===== src/rtl/snd_stream_parser.sv =====
`timescale 1ns/1ps
// snd_stream_parser
// Byte-stream decoder for Sun/NeXT ".snd" audio files. Validates and latches
// the 24-byte big-endian header, skips to the data offset, then emits signed
// 16-bit PCM samples tagged with a rotating channel index.
//
// Ports
//   clk, rst_n              clock, synchronous active-low reset
//   in_data/in_valid/in_ready   file byte stream (transfer on valid && ready)
//   hdr_valid               header accepted; sample_rate/channels/enc16 stable
//   sample_rate, channels, enc16   latched header fields
//   out_sample/out_chan/out_valid/out_ready   PCM output stream
//   done                    declared data size fully consumed
//   err                     header rejected
//
// Optional feature macro: SND_SIZE_CHECK_EN
//   defined   -> the header data size is honoured and DONE is reachable
//   undefined -> size is parsed but ignored, done is tied to 0, DATA runs
//                until reset and no remaining-byte counter is built
module snd_stream_parser #(
  parameter int unsigned MIN_OFFSET = 24,
  parameter int unsigned CH_W       = 8
) (
  input  logic            clk,
  input  logic            rst_n,
  input  logic [7:0]      in_data,
  input  logic            in_valid,
  output logic            in_ready,
  output logic            hdr_valid,
  output logic [31:0]     sample_rate,
  output logic [CH_W-1:0] channels,
  output logic            enc16,
  output logic [15:0]     out_sample,
  output logic [CH_W-1:0] out_chan,
  output logic            out_valid,
  input  logic            out_ready,
  output logic            done,
  output logic            err
);

  typedef enum logic [3:0] {
    S_MAGIC, S_OFFSET, S_SIZE, S_ENC, S_RATE, S_CHAN, S_SKIP, S_DATA, S_DONE, S_ERROR
  } state_t;

  // Largest channel index representable in CH_W bits.
  localparam logic [31:0] CH_MAX = (CH_W >= 32) ? 32'hFFFF_FFFF
                                                : 32'((64'd1 << CH_W) - 64'd1);

  state_t          state_q, state_d;
  logic [1:0]      cnt_q, cnt_d;
  logic [23:0]     sh_q, sh_d;         // first three bytes of the current header word
  logic [31:0]     skip_q, skip_d;     // holds the offset, then the bytes left to skip
  logic [31:0]     rate_q, rate_d;
  logic [CH_W-1:0] channels_q, channels_d;
  logic [CH_W-1:0] last_chan_q, last_chan_d;
  logic            enc16_q, enc16_d;
  logic [7:0]      hi_q, hi_d;
  logic            have_hi_q, have_hi_d;
  logic [15:0]     sample_q, sample_d;
  logic            out_valid_q, out_valid_d;
  logic [CH_W-1:0] chan_q, chan_d;
  logic            hdr_valid_q, hdr_valid_d;
  logic            err_q, err_d;
  logic            alive_q, alive_d;   // low only on the cycle(s) right after reset

  logic [31:0] word;
  logic [31:0] chan_m1;
  logic [31:0] skip_m24;
  logic        accept;
  logic        xfer;
  logic        last_byte;
  logic        data_end;
  logic        hdr_end;
  logic [7:0]  magic_byte;

`ifdef SND_SIZE_CHECK_EN
  logic [31:0] rem_q, rem_d;           // data bytes still to come (valid when !unknown_q)
  logic        unknown_q, unknown_d;
  logic        done_q, done_d;
  assign data_end = !unknown_q && (rem_q == 32'd0);
  assign done     = done_q;
`else
  assign data_end = 1'b0;
  assign done     = 1'b0;
`endif

  assign word      = {sh_q, in_data};
  assign chan_m1   = word - 32'd1;
  assign skip_m24  = skip_q - 32'd24;
  assign accept    = in_valid && in_ready;
  assign xfer      = out_valid_q && out_ready;
  assign last_byte = (cnt_q == 2'd3);

  always_comb begin
    case (cnt_q)
      2'd0:    magic_byte = 8'h2E;
      2'd1:    magic_byte = 8'h73;
      2'd2:    magic_byte = 8'h6E;
      default: magic_byte = 8'h64;
    endcase
  end

  // Header/skip states always take a byte; in DATA the completing byte of a
  // sample needs room in the single-entry output register. Once the known
  // size is exhausted nothing more is taken until the last sample leaves.
  always_comb begin
    in_ready = 1'b0;
    if (alive_q) begin
      if (state_q == S_DATA) begin
        if (data_end)                  in_ready = 1'b0;
        else if (enc16_q && !have_hi_q) in_ready = 1'b1;
        else                           in_ready = !out_valid_q || out_ready;
      end else begin
        in_ready = 1'b1;
      end
    end
  end

  always_comb begin
    state_d     = state_q;
    cnt_d       = cnt_q;
    sh_d        = sh_q;
    skip_d      = skip_q;
    rate_d      = rate_q;
    channels_d  = channels_q;
    last_chan_d = last_chan_q;
    enc16_d     = enc16_q;
    hi_d        = hi_q;
    have_hi_d   = have_hi_q;
    sample_d    = sample_q;
    out_valid_d = out_valid_q;
    chan_d      = chan_q;
    hdr_valid_d = hdr_valid_q;
    err_d       = err_q;
    alive_d     = 1'b1;
    hdr_end     = 1'b0;
`ifdef SND_SIZE_CHECK_EN
    rem_d       = rem_q;
    unknown_d   = unknown_q;
    done_d      = done_q;
`endif

    if (xfer) begin
      out_valid_d = 1'b0;
      chan_d      = (chan_q == last_chan_q) ? '0 : chan_q + CH_W'(1);
    end

    if (accept && (state_q inside {S_MAGIC, S_OFFSET, S_SIZE, S_ENC, S_RATE, S_CHAN})) begin
      sh_d  = word[23:0];
      cnt_d = cnt_q + 2'd1;
    end

    case (state_q)
      S_MAGIC: if (accept) begin
        if (in_data != magic_byte) begin
          state_d = S_ERROR;
          err_d   = 1'b1;
        end else if (last_byte) begin
          state_d = S_OFFSET;
        end
      end
      S_OFFSET: if (accept && last_byte) begin
        skip_d = word;
        if (word < MIN_OFFSET) begin
          state_d = S_ERROR;
          err_d   = 1'b1;
        end else begin
          state_d = S_SIZE;
        end
      end
      S_SIZE: if (accept && last_byte) begin
`ifdef SND_SIZE_CHECK_EN
        rem_d     = word;
        unknown_d = &word;
`endif
        state_d = S_ENC;
      end
      S_ENC: if (accept && last_byte) begin
        if (word == 32'd2 || word == 32'd3) begin
          enc16_d = word[0];
          state_d = S_RATE;
        end else begin
          state_d = S_ERROR;
          err_d   = 1'b1;
        end
      end
      S_RATE: if (accept && last_byte) begin
        rate_d  = word;
        state_d = S_CHAN;
      end
      S_CHAN: if (accept && last_byte) begin
        if (word == 32'd0) begin
          state_d = S_ERROR;
          err_d   = 1'b1;
        end else begin
          channels_d = word[CH_W-1:0];
          // Wrap point saturates when the count exceeds the index width.
          last_chan_d = (chan_m1 > CH_MAX) ? '1 : chan_m1[CH_W-1:0];
          skip_d      = skip_m24;
          if (skip_m24 == 32'd0) hdr_end = 1'b1;
          else                   state_d = S_SKIP;
        end
      end
      S_SKIP: if (accept) begin
        skip_d = skip_q - 32'd1;
        if (skip_q == 32'd1) hdr_end = 1'b1;
      end
      S_DATA: begin
        if (data_end) begin
          have_hi_d = 1'b0;  // an odd trailing high byte is dropped here
          if (!out_valid_q || out_ready) begin
            state_d = S_DONE;
`ifdef SND_SIZE_CHECK_EN
            done_d  = 1'b1;
`endif
          end
        end else if (accept) begin
`ifdef SND_SIZE_CHECK_EN
          if (!unknown_q) rem_d = rem_q - 32'd1;
`endif
          if (enc16_q && !have_hi_q) begin
            hi_d      = in_data;
            have_hi_d = 1'b1;
          end else begin
            sample_d    = enc16_q ? {hi_q, in_data} : {in_data, 8'h00};
            out_valid_d = 1'b1;
            have_hi_d   = 1'b0;
          end
        end
      end
      default: ;  // DONE and ERROR drain input until reset
    endcase

    if (hdr_end) begin
      hdr_valid_d = 1'b1;
      have_hi_d   = 1'b0;
      if (data_end) begin
        state_d = S_DONE;
`ifdef SND_SIZE_CHECK_EN
        done_d  = 1'b1;
`endif
      end else begin
        state_d = S_DATA;
      end
    end
  end

  always_ff @(posedge clk) begin
    if (!rst_n) begin
      state_q     <= S_MAGIC;
      cnt_q       <= '0;
      sh_q        <= '0;
      skip_q      <= '0;
      rate_q      <= '0;
      channels_q  <= '0;
      last_chan_q <= '0;
      enc16_q     <= 1'b0;
      hi_q        <= '0;
      have_hi_q   <= 1'b0;
      sample_q    <= '0;
      out_valid_q <= 1'b0;
      chan_q      <= '0;
      hdr_valid_q <= 1'b0;
      err_q       <= 1'b0;
      alive_q     <= 1'b0;
`ifdef SND_SIZE_CHECK_EN
      rem_q       <= '0;
      unknown_q   <= 1'b0;
      done_q      <= 1'b0;
`endif
    end else begin
      state_q     <= state_d;
      cnt_q       <= cnt_d;
      sh_q        <= sh_d;
      skip_q      <= skip_d;
      rate_q      <= rate_d;
      channels_q  <= channels_d;
      last_chan_q <= last_chan_d;
      enc16_q     <= enc16_d;
      hi_q        <= hi_d;
      have_hi_q   <= have_hi_d;
      sample_q    <= sample_d;
      out_valid_q <= out_valid_d;
      chan_q      <= chan_d;
      hdr_valid_q <= hdr_valid_d;
      err_q       <= err_d;
      alive_q     <= alive_d;
`ifdef SND_SIZE_CHECK_EN
      rem_q       <= rem_d;
      unknown_q   <= unknown_d;
      done_q      <= done_d;
`endif
    end
  end

  assign hdr_valid   = hdr_valid_q;
  assign sample_rate = rate_q;
  assign channels    = channels_q;
  assign enc16       = enc16_q;
  assign out_sample  = sample_q;
  assign out_chan    = chan_q;
  assign out_valid   = out_valid_q;
  assign err         = err_q;

endmodule


===== config.mk =====
export PLATFORM = sky130hd
export DESIGN_NAME = snd_stream_parser
export DESIGN_NICKNAME = d
export VERILOG_FILES = /design/src/rtl/snd_stream_parser.sv
export SDC_FILE = /design/constraint.sdc
export NUM_CORES = 1
export LEC_CHECK = 0
export CAP_MARGIN = 20
export CORE_UTILIZATION = 50
export DETAILED_ROUTE_END_ITERATION = 6
export PLACE_DENSITY_LB_ADDON = 0.08
export SYNTH_ARGS = -nofsm -noshare
export SYNTH_HDL_FRONTEND = slang
export SYNTH_SLANG_ARGS = --single-unit

===== constraint.sdc =====
create_clock -name clk -period 5.8 [get_ports clk]
set_input_delay 0.87 -clock clk [delete_from_list [all_inputs] [get_ports clk]]
set_output_delay 0.87 -clock clk [all_outputs]
set_load 0.03 [all_outputs]

==> flow_metrics.py <==
metrics = {
    "grt": {
        "grt_overflow": 0,
        "grt_pass1_wl_um": 40190,
        "antenna_found_initial": 0,
        "grt_use_total_pct": 28.80,
        "grt_max_degree": 79,
        "grt_pass1_vias": 7384,
    },
    "place": {
        "port-buffer-count": 80,
        "place_congestion": 0.9338,
        "dp_hpwl_um": 16280,
        "dp_cells": 1299,
        "placed_cell_area_mm2": 0.009236,
    },
    "timing": {
        "rsz0062_at_grt": "no",
        "worst_pin_slew_ns": 0.9483,
        "relSlewSlack_pct": 36.78,
        "fin_crit_ns": 4.387,
        "setup_viol": 0,
        "hold_viol": 0,
        "setup_tns_ns": 0,
        "fmax_mhz": 227.9,
        "finalClockSkew_ns": 0.005544,
        "finalCritPeriodShare_pct": 75.64,
        "maxSlewViolCount": 0,
    },
    "finish": {
        "nNetsFinal": 1126,
        "n_antenna_cell": 0,
        "final_common_cell": "nand2_1",
        "multi_input_area_mm2": 0.004971,
        "area_delta_synth_final_pct": 17.91,
        "finalNonFillerCells": 1332,
        "mostFrequentLayoutCells": "nand2_1, dfxtp_1, a21boi_0, clkdlybuf4s50_1, o21ai_0",
        "fill_cells": 1509,
        "fin_util_pct": 60.14,
        "drive_above_1_share_pct": 6.565,
        "final_area_mm2": 0.009903,
        "regArea_mm2": 0.002963,
    },
    "die": {
        "io_pins": 82,
        "core_area_mm2": 0.01647,
        "die-area_mm2": 0.01732,
        "start_util_pct": 51.01,
        "die_x_um": 131.6,
        "rows": 47,
        "dieHeight_um": 131.6,
    },
    "run": {
        "cap_violations": 0,
    },
    "synth": {
        "synthMuxAreaShare_pct": 2.860,
        "synthesis.instances": 1068,
        "synthFlopType": "dfxtp_1",
        "synth_top_family_by_area": "simple AND/OR/NAND/NOR gates",
        "ys_types": 77,
        "synthAdderAreaFrac_pct": 2.234,
        "synth_warnings": 0,
        "ys_seq_area_share_pct": 35.27,
        "syn_area_mm2": 0.008399,
        "async_flop_share_pct": 0,
        "yosys_register_bits": 148,
        "yosys.area_share.xor_xnor_pct": 3.962,
        "syn_nets": 1095,
        "synth_compound_area_share_pct": 23.34,
        "synth_area_per_cell_um2": 7.865,
        "synthSimpleGateAreaFrac_pct": 26.61,
        "synth_edf_count": 0,
    },
    "drt": {
        "dr.pass1.iters": 5,
        "ant_nets": 0,
        "drc": 0,
        "routed-via-count": 8066,
        "post_drt_wl_per_cell_um": 18.51,
        "via_per_inst": 6.056,
        "drtIter0Drc": 830,
        "wl_um": 24660,
    },
    "critical_path": {
        "path_delay_family": "simple AND/OR/NAND/NOR gates",
        "crit_path_end_kind": "flop",
        "crit_arrival_ns": 4.75,
        "cp_cell_sequence": "clkdlybuf4s50_1, inv_1, ha_1, nor4b_1, nand4_1, o41a_1, or2_1, o21ai_0, a22oi_1, nor2b_1",
        "path_depth": 10,
        "cpMaxStageDelayCell": "nor4b_1",
        "cp-start-kind": "input port",
        "crit_type": "input port to flop",
        "path_buf_inv": 2,
        "cp.required_ns": 6.16,
        "critPathMaxFanout": 23,
        "slowest_delay_ns": 0.75,
        "reg2reg_depth": 8,
    },
    "hold_path": {
        "min_delay_path_depth": 2,
        "hold_path.class": "flop to flop",
    },
    "power": {
        "irDropWorstVdd_v": 0.0002004,
        "p_per_area_mw_per_mm2": 241.9,
        "leakagePower_uw": 0.003593,
        "finalPower_uw": 2396,
    },
    "clock_tree": {
        "cts_hold_buffers": 0,
        "path_clk_slew_ns": 0.06,
        "cts_tree": "yes",
        "cts_buffers": 17,
        "cts_max_path_buffers": 2,
        "htree_levels": 4,
        "post_cts_buffers": 0,
        "cts_resized": 0,
        "clk_latency_ns": 0.43,
        "cts_root_buffer": "clkbuf_16",
        "clock_sinks": 148,
    },
    "run_status": {
        "status": "completed",
    },
}
-- cells by family after synthesis --
kind of cell	count (synthesis)
simple gates	454
compound gates	281
flops	148
buf+inv	107
xor+xnor	38
mux	24
fa+ha+maj	15
other cells	1
-- routing by layer --
metal	vias up	wire length, um	part of all wire, %	GRT usage, %
met5	-	0	0	0
met4	0	314	1.3	8.204
met3	32	1643	6.7	4.861
met2	325	10920	44	42.62
met1	3816	11780	48	42.52
li1	3893	-	-	-
-- Yosys cell counts, types with 6 or more instances --
library cell	number	area share [%]
and3_1	8	0.60
a22oi_1	11	0.98
nor4_1	24	1.8
a32oi_1	6	0.63
xor2_1	17	1.8
a31oi_1	16	1.2
nor2_1	60	2.7
xnor2_1	21	2.2
ha_1	15	2.2
nand3_1	33	2.0
dfxtp_1	148	35
nand4_1	18	1.3
mux2i_1	24	2.9
or3_1	9	0.67
inv_1	15	0.67
and2_1	16	1.2
a21oi_1	27	1.6
o21a_1	6	0.54
nor3_1	29	1.7
a21boi_0	81	7.2
o21ai_0	64	3.8
o211a_1	12	1.4
nand2_1	186	8.3
clkbuf_1	71	3.2
o211ai_1	9	0.80
nor2b_1	26	1.9
buf_2	7	0.42
nor3b_1	7	0.63
-- metrics by stage --
| step | hold WS, ns | setup slack [ns] |
|---|---|---|
| after floorplan | 0.4595 | 2.362 |
| after global placement | 0.4533 | 1.270 |
| after detailed placement | 0.4583 | 1.056 |
| after CTS | 0.4649 | 1.496 |
| after global routing | 0.4807 | 1.089 |
| final | 0.4615 | 1.413 |
-- registers in the layout, summed over array words and instances, names as in the netlist, 2 cells and up --
signal / flops
channels: 8
cnt_q: 2
hi_q: 8
last_chan_q: 8
out_chan: 8
out_sample: 16
sample_rate: 32
sh_q: 24
skip_q: 32
state_q: 4
-- path summary, 6_finish.rpt --
kind                 start        endpoint  slack [ns]
max             in_data[0]      skip_q[15]        1.41
min          out_sample[1]   out_sample[1]        0.46
max reg2reg          enc16  last_chan_q[1]        2.36
min reg2reg  out_sample[1]   out_sample[1]        0.46
-- area by class of cell --
| class | instances | share of cell area, % |
|---|---|---|
| Timing Repair Buffer | 104 | 10.08 |
| Clock inverter | 14 | 2.021 |
| Multi-Input combinational cell | 813 | 50.20 |
| Clock buffer | 18 | 4.435 |
| Inverter | 15 | 0.5685 |
| Tap cell | 220 | 2.780 |
| Sequential cell | 148 | 29.92 |
-- worst reg2reg max path: cells and delay by family (launching register included) --
kind	cells	cell delay [ns]
simple gates	4	1.47
flops	1	0.91
buf+inv	2	0.49
compound gates	2	0.41
-- where the power goes --
part	leakage (uW)	total [uW]	switching (uW)	internal, uW
sequential	0.00119	1050	20.7	1030
combinational	0.00209	147	90.3	56.3
clock	0.000309	1200	466	738
total	0.00359	2400	577	1820
Note: power is estimated with default switching activity, not from simulation.
